--- config.mk ---
export PLATFORM = sky130hd
export DESIGN_NAME = spi_byte_engine
export DESIGN_NICKNAME = d
export VERILOG_FILES = /design/src/rtl/spi_pkg.sv /design/src/rtl/spi_byte_engine_sclk_gen.sv /design/src/rtl/spi_byte_engine.sv
export SDC_FILE = /design/constraint.sdc
export NUM_CORES = 1
export LEC_CHECK = 0
export BUFFER_PORTS_ARGS = -buffer_cell sky130_fd_sc_hd__buf_2
export CELL_PAD_IN_SITES_DETAIL_PLACEMENT = 0
export CELL_PAD_IN_SITES_GLOBAL_PLACEMENT = 1
export CORE_MARGIN = 1
export CORE_UTILIZATION = 35
export DETAILED_ROUTE_END_ITERATION = 12
export PLACE_DENSITY = 0.74
export SYNTH_ARGS = -nofsm -noshare
export SYNTH_HDL_FRONTEND = slang
export SYNTH_SLANG_ARGS = --single-unit
--- constraint.sdc ---
create_clock -name clk -period 2 [get_ports clk]
set_input_delay 0 -clock clk [delete_from_list [all_inputs] [get_ports clk]]
set_output_delay 0 -clock clk [all_outputs]
set_load 0.05 [all_outputs]
--- src/rtl/spi_pkg.sv ---
// spi_pkg: shared types and constants for the SPI byte engine.
`timescale 1ns/1ps
package spi_pkg;

    localparam int SPI_BYTE_W      = 8;
    localparam int SPI_DIV_DEFAULT = 4;

    typedef enum logic [2:0] {
        IDLE  = 3'd0,
        LOAD  = 3'd1,
        SHIFT = 3'd2,
        NEXT  = 3'd3,
        CHECK = 3'd4,
        DONE  = 3'd5
    } spi_state_t;

endpackage

--- src/rtl/spi_byte_engine_sclk_gen.sv ---
// sclk_gen: SCLK divider. Counts DIV clk cycles per half-period while enabled,
// toggles sclk at each wrap and flags the wrap as a rise or fall strobe.
// Clearing forces the counter to zero and sclk low (start of every byte).
`timescale 1ns/1ps
module sclk_gen #(
    parameter int DIV = 4
) (
    input  logic clk,
    input  logic rst,
    input  logic en_i,
    input  logic clr_i,
    output logic sclk_o,
    output logic rise_o,
    output logic fall_o
);

    localparam int            CW       = (DIV > 1) ? $clog2(DIV) : 1;
    localparam logic [CW-1:0] CNT_LAST = CW'(DIV - 1);

    logic [CW-1:0] cnt_q, cnt_d;
    logic          sclk_q, sclk_d;
    logic          wrap;

    // A wrap marks the last clk of a half-period; sclk flips on the next edge.
    assign wrap   = en_i && (cnt_q == CNT_LAST);
    assign rise_o = wrap && !sclk_q;
    assign fall_o = wrap && sclk_q;
    assign sclk_o = sclk_q;

    // Next-state for the divider counter and the sclk level.
    always_comb begin
        cnt_d  = cnt_q;
        sclk_d = sclk_q;
        if (clr_i) begin
            cnt_d  = '0;
            sclk_d = 1'b0;
        end else if (en_i) begin
            if (wrap) begin
                cnt_d  = '0;
                sclk_d = !sclk_q;
            end else begin
                cnt_d = cnt_q + CW'(1);
            end
        end
    end

    // Divider registers with synchronous active-low reset.
    always_ff @(posedge clk) begin
        if (!rst) begin
            cnt_q  <= '0;
            sclk_q <= 1'b0;
        end else begin
            cnt_q  <= cnt_d;
            sclk_q <= sclk_d;
        end
    end

endmodule

--- src/rtl/spi_byte_engine.sv ---
// spi_byte_engine: SPI mode-0 master that sends a burst of bytes, one per
// downstream counter address, pulsing cont_trans after each byte until the
// counter reports trans_ready.
// Build option: SPI_LOOPBACK_EN samples the internal mosi instead of miso.
// Handshake: send is a level request honoured only in IDLE; cont_trans and
// rx_we are single-cycle strobes with no back-pressure; done pulses once.
`timescale 1ns/1ps
module spi_byte_engine
    import spi_pkg::*;
#(
    parameter int N   = 5,
    parameter int DIV = SPI_DIV_DEFAULT
) (
    input  logic                  clk,
    input  logic                  rst,
    input  logic                  send,
    input  logic [SPI_BYTE_W-1:0] tx_data,
    input  logic                  trans_ready,
    input  logic                  miso,
    output logic                  sclk,
    output logic                  mosi,
    output logic                  cs_n,
    output logic                  cont_trans,
    output logic [SPI_BYTE_W-1:0] rx_data,
    output logic                  rx_we,
    output logic                  busy,
    output logic                  done,
    output spi_state_t            state_o
);

    localparam int             BCW      = $clog2(SPI_BYTE_W);
    localparam logic [BCW-1:0] BIT_LAST = BCW'(SPI_BYTE_W - 1);

    // Elaboration guards on the parameters.
    if (DIV < 1) begin : g_bad_div
        $error("spi_byte_engine: DIV must be >= 1");
    end
    if (N < 1) begin : g_bad_n
        $error("spi_byte_engine: N must be >= 1");
    end

    spi_state_t state_q, state_d;

    logic [SPI_BYTE_W-1:0] tx_sh_q, tx_sh_d;
    logic [SPI_BYTE_W-1:0] rx_sh_q, rx_sh_d;
    logic [SPI_BYTE_W-1:0] rx_data_q, rx_data_d;
    logic [BCW-1:0]        bit_cnt_q, bit_cnt_d;
    logic                  mosi_q, mosi_d;
    logic                  cs_n_q, cs_n_d;
    logic                  busy_q, busy_d;
    logic                  done_q, done_d;
    logic                  ct_q, ct_d;
    logic                  sample_bit;
    logic                  sclk_w, rise, fall;

    sclk_gen #(.DIV(DIV)) u_sclk_gen (
        .clk    (clk),
        .rst    (rst),
        .en_i   (state_q == SHIFT),
        .clr_i  (state_q == LOAD),
        .sclk_o (sclk_w),
        .rise_o (rise),
        .fall_o (fall)
    );

`ifdef SPI_LOOPBACK_EN
    logic unused_miso;
    assign unused_miso = miso;
    assign sample_bit  = mosi_q;
`else
    assign sample_bit  = miso;
`endif

    // Next-state logic: one byte per LOAD..CHECK loop, DONE once the counter is ready.
    always_comb begin
        state_d = state_q;
        unique case (state_q)
            IDLE:    if (send) state_d = LOAD;
            LOAD:    state_d = SHIFT;
            SHIFT:   if (fall && (bit_cnt_q == BIT_LAST)) state_d = NEXT;
            NEXT:    state_d = CHECK;
            CHECK:   state_d = trans_ready ? DONE : LOAD;
            DONE:    state_d = IDLE;
            default: state_d = IDLE;
        endcase
    end

    // Datapath next-state: load, shift on sclk edges, and registered status outputs.
    always_comb begin
        tx_sh_d   = tx_sh_q;
        rx_sh_d   = rx_sh_q;
        rx_data_d = rx_data_q;
        bit_cnt_d = bit_cnt_q;
        mosi_d    = mosi_q;

        if (state_q == LOAD) begin
            tx_sh_d   = tx_data;
            mosi_d    = tx_data[SPI_BYTE_W-1];
            bit_cnt_d = '0;
        end
        if (rise) begin
            rx_sh_d = {rx_sh_q[SPI_BYTE_W-2:0], sample_bit};
        end
        if (fall) begin
            tx_sh_d   = {tx_sh_q[SPI_BYTE_W-2:0], 1'b0};
            bit_cnt_d = bit_cnt_q + BCW'(1);
            // After the last bit mosi keeps its final value until the next LOAD.
            if (bit_cnt_q != BIT_LAST) begin
                mosi_d = tx_sh_q[SPI_BYTE_W-2];
            end
        end
        // The last capture precedes the last fall, so rx_sh_q is complete here.
        if (state_d == NEXT) begin
            rx_data_d = rx_sh_q;
        end

        // Status outputs are registered from the next state so they line up with it.
        cs_n_d = !((state_d == LOAD) || (state_d == SHIFT) ||
                   (state_d == NEXT) || (state_d == CHECK));
        busy_d = (state_d != IDLE);
        done_d = (state_d == DONE);
        ct_d   = (state_d == NEXT);
    end

    // FSM state register.
    always_ff @(posedge clk) begin
        if (!rst) begin
            state_q <= IDLE;
        end else begin
            state_q <= state_d;
        end
    end

    // Datapath and output registers.
    always_ff @(posedge clk) begin
        if (!rst) begin
            tx_sh_q   <= '0;
            rx_sh_q   <= '0;
            rx_data_q <= '0;
            bit_cnt_q <= '0;
            mosi_q    <= 1'b0;
            cs_n_q    <= 1'b1;
            busy_q    <= 1'b0;
            done_q    <= 1'b0;
            ct_q      <= 1'b0;
        end else begin
            tx_sh_q   <= tx_sh_d;
            rx_sh_q   <= rx_sh_d;
            rx_data_q <= rx_data_d;
            bit_cnt_q <= bit_cnt_d;
            mosi_q    <= mosi_d;
            cs_n_q    <= cs_n_d;
            busy_q    <= busy_d;
            done_q    <= done_d;
            ct_q      <= ct_d;
        end
    end

    assign sclk       = sclk_w;
    assign mosi       = mosi_q;
    assign cs_n       = cs_n_q;
    assign cont_trans = ct_q;
    assign rx_we      = ct_q;
    assign rx_data    = rx_data_q;
    assign busy       = busy_q;
    assign done       = done_q;
    assign state_o    = state_q;

endmodule
==> run metrics <==
cell area after layout 1960 sq um; First-pass DRT Iterations 4; mapped cell area 1590 sq um; Post-Syn Nets 191; CP max stage cell dfxtp_1; Final ANT Viol Nets 0; Via density 4.87; PostCTS Resize Cnt 0; Worst Tran Pin Value 478 ps; Syn. warnings 0; H-tree depth 2; DP HPWL roughly 2100 um; worst-path cell chain or3b_4 -> and3_2 -> o21a_1; slowest stage delay, CP 610 ps; Pins Over Slew Limit 0; Die Height between 60 and 70 um; vias in the first global route 1209; Rel. slew slack between 60 and 70%; Final Util 44.9%; status completed; Post-Route WL 3220 um; WL/cell 12.0 um; die area around 4800 sq um; most frequent cell after synthesis dfxtp_1; clk buf depth 2; critical path type flop to flop; Layout area overhead 22.9%; global-route wire length before repair 5430 um; Worst IR Drop VDD approximately 0.35 mV; Power Density 762 nW/um^2; min cycle time layout 1650 ps; register area share after synthesis 46.5%; Cell Rows 24; core region area roughly 4400 sq um; Starting Density 36.6%; Post-CTS Repair Setup Buffers 0; type of the worst min-delay path primary input to flop; fmax between 600 and 700 MHz; IO buf count 30; layout cells sized above 1 around a quarter; fin crit share a little over 80%; Post-Synthesis Cells 175; clock skew 4.02 ps; CTS Root Cell clkbuf_8; Final Hold Viols 0; Vias 1300; clk_lat worst skew 290 ps; Top FF cell, synth dfxtp_1; Synth Area per Inst 9.10 sq um; met1 wire length about 1600 um; RSZ-0062 raised after global routing false; CTS Sinks 37; Final #Nets 231; leading post-synthesis cells by cell area dfxtp_1, nand2_1, mux2i_1, a21boi_0, nor2b_1; final setup TNS 0 ps; Setup Viol. Count Final 0; Yosys cell types 38; critical path capture point type flop; grt ovf 0; DRC 0; DP Area roughly 1800 sq um; Post-CTS Hold Buffers 9; routed length on met3 ~100 um; buffers and inverters on the worst path 0; CTS tree yes; met2 WL 1460 um; IO Pins 31; top cells by instance count after synthesis dfxtp_1, nand2_1, a21boi_0, nand3_1, o21ai_0; share of the synthesized area in the top cell type 46.5%; fillers 439; initial DRC count 67; GRT Util Overall between 10% and 20%; Worst EP arrival 1830 ps; crit path launch type flop; Post-synth EDFFs 0; Req. time, crit path 2190 ps; asr flop ratio synth 0%; flops & latches, synth 37; CTS clk-pin slew, worst paths 70 ps; initial antenna violation count 0; Max Cap Viol 0; Leak 0.839 nW; Die Wd 69.5 um; Yosys top cell by area dfxtp_1; n_diodes 0; crit-path max FO 14; CTS buffer count 5; largest net degree at the start of global routing 32; placer congestion estimate 0.675; delay-heaviest family, CP simple AND/OR/NAND/NOR gates; DR top layer met4
sequential cells by signal, indices dropped and copies added, names as in the netlist:
signal / cells
done: 1
rx_sh_q: 8
u_sclk_gen.cnt_q: 2
cs_n: 1
bit_cnt_q: 3
mosi: 1
rx_data: 8
cont_trans: 1
tx_sh_q: 7
busy: 1
state_o: 3
u_sclk_gen.sclk_o: 1
where the power goes:
| part | internal (mW) | switching (mW) | total (mW) |
|---|---|---|---|
| Combinational | 0.0745 | 0.109 | 0.183 |
| Clock | 0.272 | 0.259 | 0.531 |
| Sequential | 0.758 | 0.0193 | 0.777 |
area by class of cell:
type	instances	area [sq um]	area share, %
multi-input cells	124	768	39.3
flip-flops and latches	37	741	37.9
repair buffers	45	285	14.6
clock buffers	6	82.6	4.22
well taps	52	65.1	3.32
clock inverters	1	7.51	0.384
inverters	2	7.51	0.384
worst reg2reg max path, delay by kind of cell (launching register included):
family	cells	cell delay, ps
and+or+nand+nor	2	770
AOI/OAI and AO/OA	1	170
DFF	1	610
metal layers:
metal | track usage [%] | vias to the layer above
li1 | - | 684
met1 | 18.6 | 586
met2 | 21.0 | 22
met3 | 3.63 | 8
met4 | 9.52 | 0
met5 | 0 | -
metrics by stage:
stage / power (mW) / hold WS (ps) / worst slack, ps / std cells
2_1_floorplan: 0.925 / 132 / 377 / 175
3_3_place_gp: 0.963 / 249 / 405 / 251
3_5_place_dp: 0.965 / 248 / 357 / 251
4_1_cts: 1.51 / 66.0 / 352 / 267
5_1_grt: 1.56 / 73.8 / 253 / 267
6_report: 1.49 / 76.0 / 355 / 267
placed cells by master (no fill, tap or decap), types with 2 or more instances in the layout:
cell           netlist  layout
dfxtp_1             37      37
nand2_1             30      30
buf_2                4      30
o21ai_0             10      10
nand3_1             10      10
a21boi_0            10      10
nor2b_1              9       9
dlygate4sd3_1        0       9
nor2_1               8       8
mux2i_1              8       8
a31oi_1              6       6
clkbuf_8             0       6
buf_4                3       6
a21oi_1              4       4
o22ai_1              3       3
ha_1                 3       3
inv_1                2       2
o21a_1               2       2
and2_1               2       2
worst paths after layout:
kind / start / end / slack, ps / cells past startpoint
worst max register to register: state_o[0] / bit_cnt_q[0] / 350 / 3
worst min-delay path: send / cs_n / 80 / 4
worst min register to register: rx_sh_q[7] / rx_sh_q[7] / 460 / 2
worst max-delay path: state_o[0] / bit_cnt_q[0] / 350 / 3
cell families (layout without fill, tap and decap cells):
| logic type | after synthesis | count (layout) | share of synthesized area, % |
|---|---|---|---|
| flip-flops | 37 | 37 | 46.5 |
| buffers and inverters | 14 | 54 | 5.26 |
| multiplexers | 8 | 8 | 5.03 |
| AO/OA/AOI/OAI | 41 | 41 | 16.8 |
| XOR/XNOR | 1 | 1 | 0.550 |
| AND/OR/NAND/NOR | 71 | 71 | 23.5 |
| adder cells (fa/ha/maj) | 3 | 3 | 2.36 |
Note: power is estimated with default switching activity, not from simulation.
